<file path="src/rtl/period_meter.sv">
// period_meter: measures period and high time of a slow asynchronous square wave in clk cycles.
// Defining PERIOD_METER_TIMEOUT_EN adds an idle timeout that returns the FSM to ARM.
module period_meter #(
  parameter int          WIDTH       = 16,
  parameter int          SYNC_STAGES = 2,
  parameter int unsigned TIMEOUT_CYC = 16'hFFFF
) (
  input  logic             i_clk,
  input  logic             i_rst_n,
  input  logic             i_en,
  input  logic             i_clr,
  input  logic             i_sig_in,
  output logic [WIDTH-1:0] o_period,
  output logic [WIDTH-1:0] o_high_time,
  output logic             o_valid,
  output logic             o_ovf,
  output logic             o_timeout
);

  // IDLE | disabled, counters cleared ; ARM | waiting for first rise ; MEAS | counting a period
  localparam logic [1:0] ST_IDLE = 2'd0;
  localparam logic [1:0] ST_ARM  = 2'd1;
  localparam logic [1:0] ST_MEAS = 2'd2;

  localparam logic [WIDTH-1:0] CNT_MAX = {WIDTH{1'b1}};
  localparam logic [WIDTH-1:0] CNT_ONE = WIDTH'(1);
  localparam logic [WIDTH-1:0] CNT_PRE = CNT_MAX - CNT_ONE;

  if (SYNC_STAGES < 2) begin : g_bad_sync
    $error("period_meter: SYNC_STAGES must be at least 2");
  end
  if ((64'(TIMEOUT_CYC) < 64'd2) || (64'(TIMEOUT_CYC) > ((64'd1 << WIDTH) - 64'd1))) begin : g_bad_to
    $error("period_meter: TIMEOUT_CYC out of range");
  end

  logic [SYNC_STAGES-1:0] r_sync;
  logic                   r_s_d;
  logic                   r_rise;
  logic                   r_fall;
  logic                   w_s;

  assign w_s = r_sync[SYNC_STAGES-1];

  // Edge detects are registered so the counter logic sees s, rise and fall aligned in one cycle.
  always_ff @(posedge i_clk) begin
    if (!i_rst_n) begin
      r_sync <= '0;
      r_s_d  <= 1'b0;
      r_rise <= 1'b0;
      r_fall <= 1'b0;
    end else begin
      r_sync <= {r_sync[SYNC_STAGES-2:0], i_sig_in};
      r_s_d  <= w_s;
      r_rise <= w_s & ~r_s_d;
      r_fall <= ~w_s & r_s_d;
    end
  end

  logic [1:0]       r_state;
  logic [WIDTH-1:0] r_pcnt;
  logic [WIDTH-1:0] r_hcnt;
  logic [WIDTH-1:0] r_hlat;
  logic             r_fall_seen;
  logic [WIDTH-1:0] r_period;
  logic [WIDTH-1:0] r_high_time;
  logic             r_valid;
  logic             r_ovf;

  logic [WIDTH-1:0] w_pcnt_inc;
  logic [WIDTH-1:0] w_hcnt_inc;
  logic             w_meas_step;
  logic             w_ovf_set;
  logic             w_to_hit;

  assign w_pcnt_inc  = (r_pcnt == CNT_MAX) ? CNT_MAX : r_pcnt + CNT_ONE;
  assign w_hcnt_inc  = (r_hcnt == CNT_MAX) ? CNT_MAX : r_hcnt + CNT_ONE;
  assign w_meas_step = i_en && (r_state == ST_MEAS) && !r_rise;
  assign w_ovf_set   = w_meas_step && ((r_pcnt == CNT_PRE) || (r_s_d && (r_hcnt == CNT_PRE)));

`ifdef PERIOD_METER_TIMEOUT_EN
  localparam logic [WIDTH-1:0] TO_VAL = WIDTH'(TIMEOUT_CYC);
  logic r_timeout;

  assign w_to_hit  = w_meas_step && (w_pcnt_inc == TO_VAL);
  assign o_timeout = r_timeout;

  always_ff @(posedge i_clk) begin
    if (!i_rst_n) begin
      r_timeout <= 1'b0;
    end else begin
      r_timeout <= (r_timeout & ~i_clr) | w_to_hit;
    end
  end
`else
  assign w_to_hit  = 1'b0;
  assign o_timeout = 1'b0;
`endif

  always_ff @(posedge i_clk) begin
    if (!i_rst_n) begin
      r_state     <= ST_IDLE;
      r_pcnt      <= '0;
      r_hcnt      <= '0;
      r_hlat      <= '0;
      r_fall_seen <= 1'b0;
      r_period    <= '0;
      r_high_time <= '0;
      r_valid     <= 1'b0;
    end else begin
      r_valid <= 1'b0;
      if (!i_en) begin
        r_state     <= ST_IDLE;
        r_pcnt      <= '0;
        r_hcnt      <= '0;
        r_hlat      <= '0;
        r_fall_seen <= 1'b0;
      end else begin
        case (r_state)
          ST_IDLE: r_state <= ST_ARM;
          ST_ARM: begin
            if (r_rise) begin
              r_state     <= ST_MEAS;
              r_pcnt      <= CNT_ONE;
              r_hcnt      <= CNT_ONE;
              r_hlat      <= '0;
              r_fall_seen <= 1'b0;
            end
          end
          ST_MEAS: begin
            if (r_rise) begin
              // No fall since the last rise means the high phase saturated with the period.
              r_period    <= r_pcnt;
              r_high_time <= r_fall_seen ? r_hlat : r_pcnt;
              r_valid     <= 1'b1;
              r_pcnt      <= CNT_ONE;
              r_hcnt      <= CNT_ONE;
              r_hlat      <= '0;
              r_fall_seen <= 1'b0;
            end else if (w_to_hit) begin
              r_state     <= ST_ARM;
              r_pcnt      <= '0;
              r_hcnt      <= '0;
              r_hlat      <= '0;
              r_fall_seen <= 1'b0;
            end else begin
              r_pcnt <= w_pcnt_inc;
              if (r_s_d) begin
                r_hcnt <= w_hcnt_inc;
              end
              if (r_fall) begin
                r_hlat      <= r_hcnt;
                r_fall_seen <= 1'b1;
              end
            end
          end
          default: r_state <= ST_IDLE;
        endcase
      end
    end
  end

  // Set wins over clear so a saturation coinciding with clr is not lost.
  always_ff @(posedge i_clk) begin
    if (!i_rst_n) begin
      r_ovf <= 1'b0;
    end else begin
      r_ovf <= (r_ovf & ~i_clr) | w_ovf_set;
    end
  end

  assign o_period    = r_period;
  assign o_high_time = r_high_time;
  assign o_valid     = r_valid;
  assign o_ovf       = r_ovf;

endmodule
</file>
<file path="config.mk">
export PLATFORM = sky130hd
export DESIGN_NAME = period_meter
export DESIGN_NICKNAME = d
export VERILOG_FILES = /design/src/rtl/period_meter.sv
export SDC_FILE = /design/constraint.sdc
export NUM_CORES = 1
export LEC_CHECK = 0
export CAP_MARGIN = 10
export CORE_UTILIZATION = 50
export DETAILED_ROUTE_END_ITERATION = 7
export PLACE_DENSITY = 0.85
export SYNTH_ARGS = -nofsm -noshare
export SYNTH_HDL_FRONTEND = slang
export SYNTH_SLANG_ARGS = --single-unit
export TNS_END_PERCENT = 20
</file>
<file path="constraint.sdc">
create_clock -name i_clk -period 1.9 [get_ports i_clk]
set_clock_uncertainty 0.1 [all_clocks]
set_input_delay 0.475 -clock i_clk [delete_from_list [all_inputs] [get_ports i_clk]]
set_output_delay 0.475 -clock i_clk [all_outputs]
set_load 0.05 [all_outputs]
</file>
==> summary.md <==
| Metric | Value |
|---|---|
| Clock sink count | 90 |
| Sequential group share of total power | 0.527 |
| FF+latch area | 0.001809 mm2 |
| Final min period | 1872 ps |
| Via count of the first global-routing pass | 3998 |
| Dpl cell area | 0.005001 mm2 |
| Fin crit share | 0.9850 |
| Pre-antenna DRT Iters | 5 |
| TritonCTS clock tree | built |
| H-tree levels | 3 |
| Placement Setup Slack | -356.2 ps |
| Fill count | 623 |
| IO Port Bufs | 38 |
| Reg clk slew, reported paths | 90 ps |
| CP Data Arrival Time | 2020 ps |
| Clk root buf | clkbuf_8 |
| DRC | 0 |
| Crit path largest cell delay | 480 ps |
| Congestion Overflow GR | 0 |
| Core region area | 0.007848 mm2 |
| Max Clk Rate | 0.5343 GHz |
| Initial antenna violation count | 0 |
| Final max-slew violation count | 0 |
| Fin. Hold Viols | 0 |
| Synthesized flop and latch total | 90 |
| Placement row count | 32 |
| Yosys cell types | 52 |
| Complex-gate fraction of the synthesized area | 0.2394 |
| Vias after detailed routing | 4067 |
| Synth warn | 0 |
| Critical-path top delay cell | clkdlybuf4s50_1 |
| Simple-gate share of the synthesized area | 0.2267 |
| Async S/R FF share, synth | 0 |
| Clk_lat worst skew | 360 ps |
| Pwr dens | 681.4 mW/mm2 |
| Status | finished, final reports clean |
| Vias per inst | 6.125 |
| Final core occ | 0.6719 |
| Fin area | 0.005273 mm2 |
| Syn Std Cell Area | 0.004118 mm2 |
| Placed cell count | 648 |
| VDD IR max | 0.0003326 V |
| Part of the power in combinational logic | 0.028 |
| Critical path class | in2reg |
| Post-synthesis net count | 479 |
| Die X | 92.75 um |
| Syn Inst Count | 470 |
| Starting Density | 0.5247 |
| Share of layout cells above drive strength 1 | 0.2598 |
| Ports | 40 |
| Clk buf depth | 2 |
| Total track usage | 0.2774 |
| Cts hold-fix bufs | 0 |
| Setup TNS | 0 ps |
| NetSw | 776.6 uW |
| Layout area overhead | 28.05% |
| First-pass GRT wire length | 18.85 mm |
| Ys flop type | dfxtp_1 |
| Largest net degree at the start of global routing | 40 |
| Wire per inst | 17.14 um |
| Dpl hpwl | 8.173 mm |
| Worst hold path type | reg2reg |
| Pint | 2.816 mW |
| Layout Cells excl Fill | 664 |
| # Max-Cap Violations | 0 |
| GPL Wtd Cong | 0.9203 |
| Multiplexer share of the synthesized area | 0.03920 |
| Antenna viol nets, final | 0 |
| Clock power share | 0.445 |
| 1st-iter DRT viols | 301 |
| Setup violations, final | 0 |
| CP max FO | 12 |
| Avg Inst Size Synth | 8.761 um2 |
| Die H | 92.75 um |
| EDFF count, synth | 0 |
| CTS buffer count | 9 |
| CP Cell Sequence | clkdlybuf4s50_1 > and2_2 > buf_4 > o221a_2 > o2bb2ai_1 > or3_1 |
| Register area share after synthesis | 0.4376 |
| Startpoint Class | primary input |
| Delay-heaviest family, CP | buffers and inverters |
| Final worst setup slack | 28.42 ps |
| Nets | 566 |
| Synth Area in Adders | 0.01215 |
| Leakage power | 2.209 nW |
| Element type at the critical path end | flip-flop |
| Largest family of logic cells by synthesized area | compound AO/OA/AOI/OAI gates |
| Die area | 0.008603 mm2 |
| WL final | 11.38 mm |
| Multi-input gate area | 0.002150 mm2 |
| Ant. Diodes | 0 |
| Worst EP required | 2050 ps |
| CP bufs+invs | 2 |
| Unrepaired setup endpoints after global routing | true |
| Sw Ratio | 0.2162 |
| Xor/xnor share of the synthesized area | 0 |
| Postcts setup bufs | 0 |
state kept, by name, summed over array words and instances, names as in the netlist:
register     cells
r_hlat          16
o_ovf            1
r_pcnt          16
o_high_time     16
r_s_d            1
r_state          2
r_fall_seen      1
r_fall           1
r_hcnt          16
o_period        16
r_sync           2
r_rise           1
o_valid          1
power groups by stage:
stage	Sequential [mW]	Combinational (mW)	Clock [mW]
5_1_grt	1.90	0.107	1.67
2_1_floorplan	1.94	0.0576	0
4_1_cts	1.89	0.0961	1.61
3_3_place_gp	1.94	0.0913	0
3_5_place_dp	1.94	0.0946	0
6_report	1.89	0.100	1.60
cell type report:
cell class | count | area share
Clock inverter | 7 | 0.02326
Inverter | 5 | 0.003560
Multi-Input combinational cell | 339 | 0.4077
Tap cell | 102 | 0.02420
Clock buffer | 9 | 0.02349
Timing Repair Buffer | 112 | 0.1747
Sequential cell | 90 | 0.3431
repair_timing:
| action | in CTS | in global routing |
|---|---|---|
| endpoints found under the hold margin | 0 | 0 |
| pin swaps | 0 | 1 |
| gates resized for setup | 1 | 10 |
| setup endpoints to repair | 3 | 33 |
placed cells by master (no fill, tap or decap), types with 5 or more instances in the layout:
| cell | n |
|---|---|
| buf_4 | 102 |
| dfxtp_1 | 84 |
| nand2_1 | 76 |
| o21ai_0 | 25 |
| nor2_1 | 25 |
| nand3_1 | 19 |
| a21boi_0 | 19 |
| nand4_1 | 18 |
| o211a_1 | 16 |
| a22oi_1 | 16 |
| mux2i_1 | 15 |
| and3_1 | 9 |
| clkbuf_8 | 9 |
| a21o_1 | 8 |
| a22o_1 | 8 |
| or4_1 | 7 |
| a32o_1 | 6 |
| a21oi_1 | 6 |
| dfxtp_2 | 6 |
| inv_1 | 5 |
| o211ai_1 | 5 |
| o2bb2ai_1 | 5 |
| nor3_1 | 5 |
| buf_12 | 5 |
kinds of logic after synthesis:
family	count (synthesis)
mux	16
fa+ha+maj	4
simple gates	188
buf+inv	41
compound gates	130
other cells	1
flops	90
routing by layer:
| metal | wire [um] | global-route usage |
|---|---|---|
| met5 | 0 | 0 |
| met4 | 320 | 0.1295 |
| met3 | 738 | 0.03530 |
| met2 | 5518 | 0.4747 |
| met1 | 4807 | 0.3455 |
synth_stat cells (6+ instances only):
cell      number  area (um2)
clkbuf_1      19       71.32
buf_2         13       65.06
a21o_1         8       60.06
a22o_1         8       70.07
or4_1          8       60.06
o211a_1       16       160.2
nor2_1        25       93.84
a21oi_1        6       30.03
nand3_1       19       95.09
a32o_1         6       60.06
nand2_1       76       285.3
o21ai_0       25       125.1
a21boi_0      19       142.6
a22oi_1       16       120.1
and3_1         9       56.30
dfxtp_1       90        1802
mux2i_1       15       150.1
nand4_1       18       112.6
through the flow:
stage / total power, mW / hold WS [ps]
2_1_floorplan: 1.993 / 282.7
4_1_cts: 3.597 / 336.1
3_5_place_dp: 2.033 / 323.0
3_3_place_gp: 2.029 / 297.9
6_report: 3.592 / 343.0
5_1_grt: 3.677 / 349.8
path summary, 6_finish.rpt:
kind	start	to	slack, ps	cells past startpoint
max	i_rst_n	r_hcnt[15]	30	6
min	r_sync[1]	r_fall	340	1
max reg2reg	r_hcnt[11]	r_hcnt[2]	60	6
min reg2reg	r_sync[1]	r_fall	340	1
worst reg2reg max path: stages, from the launching register on:
cell and delay [ps]:
dfxtp_1 350, nand4_2 120, buf_4 160, or4_1 560, buf_4 210, o21ai_0 110, a32o_1 170
No activity file was read; power rests on OpenSTA's default activity.
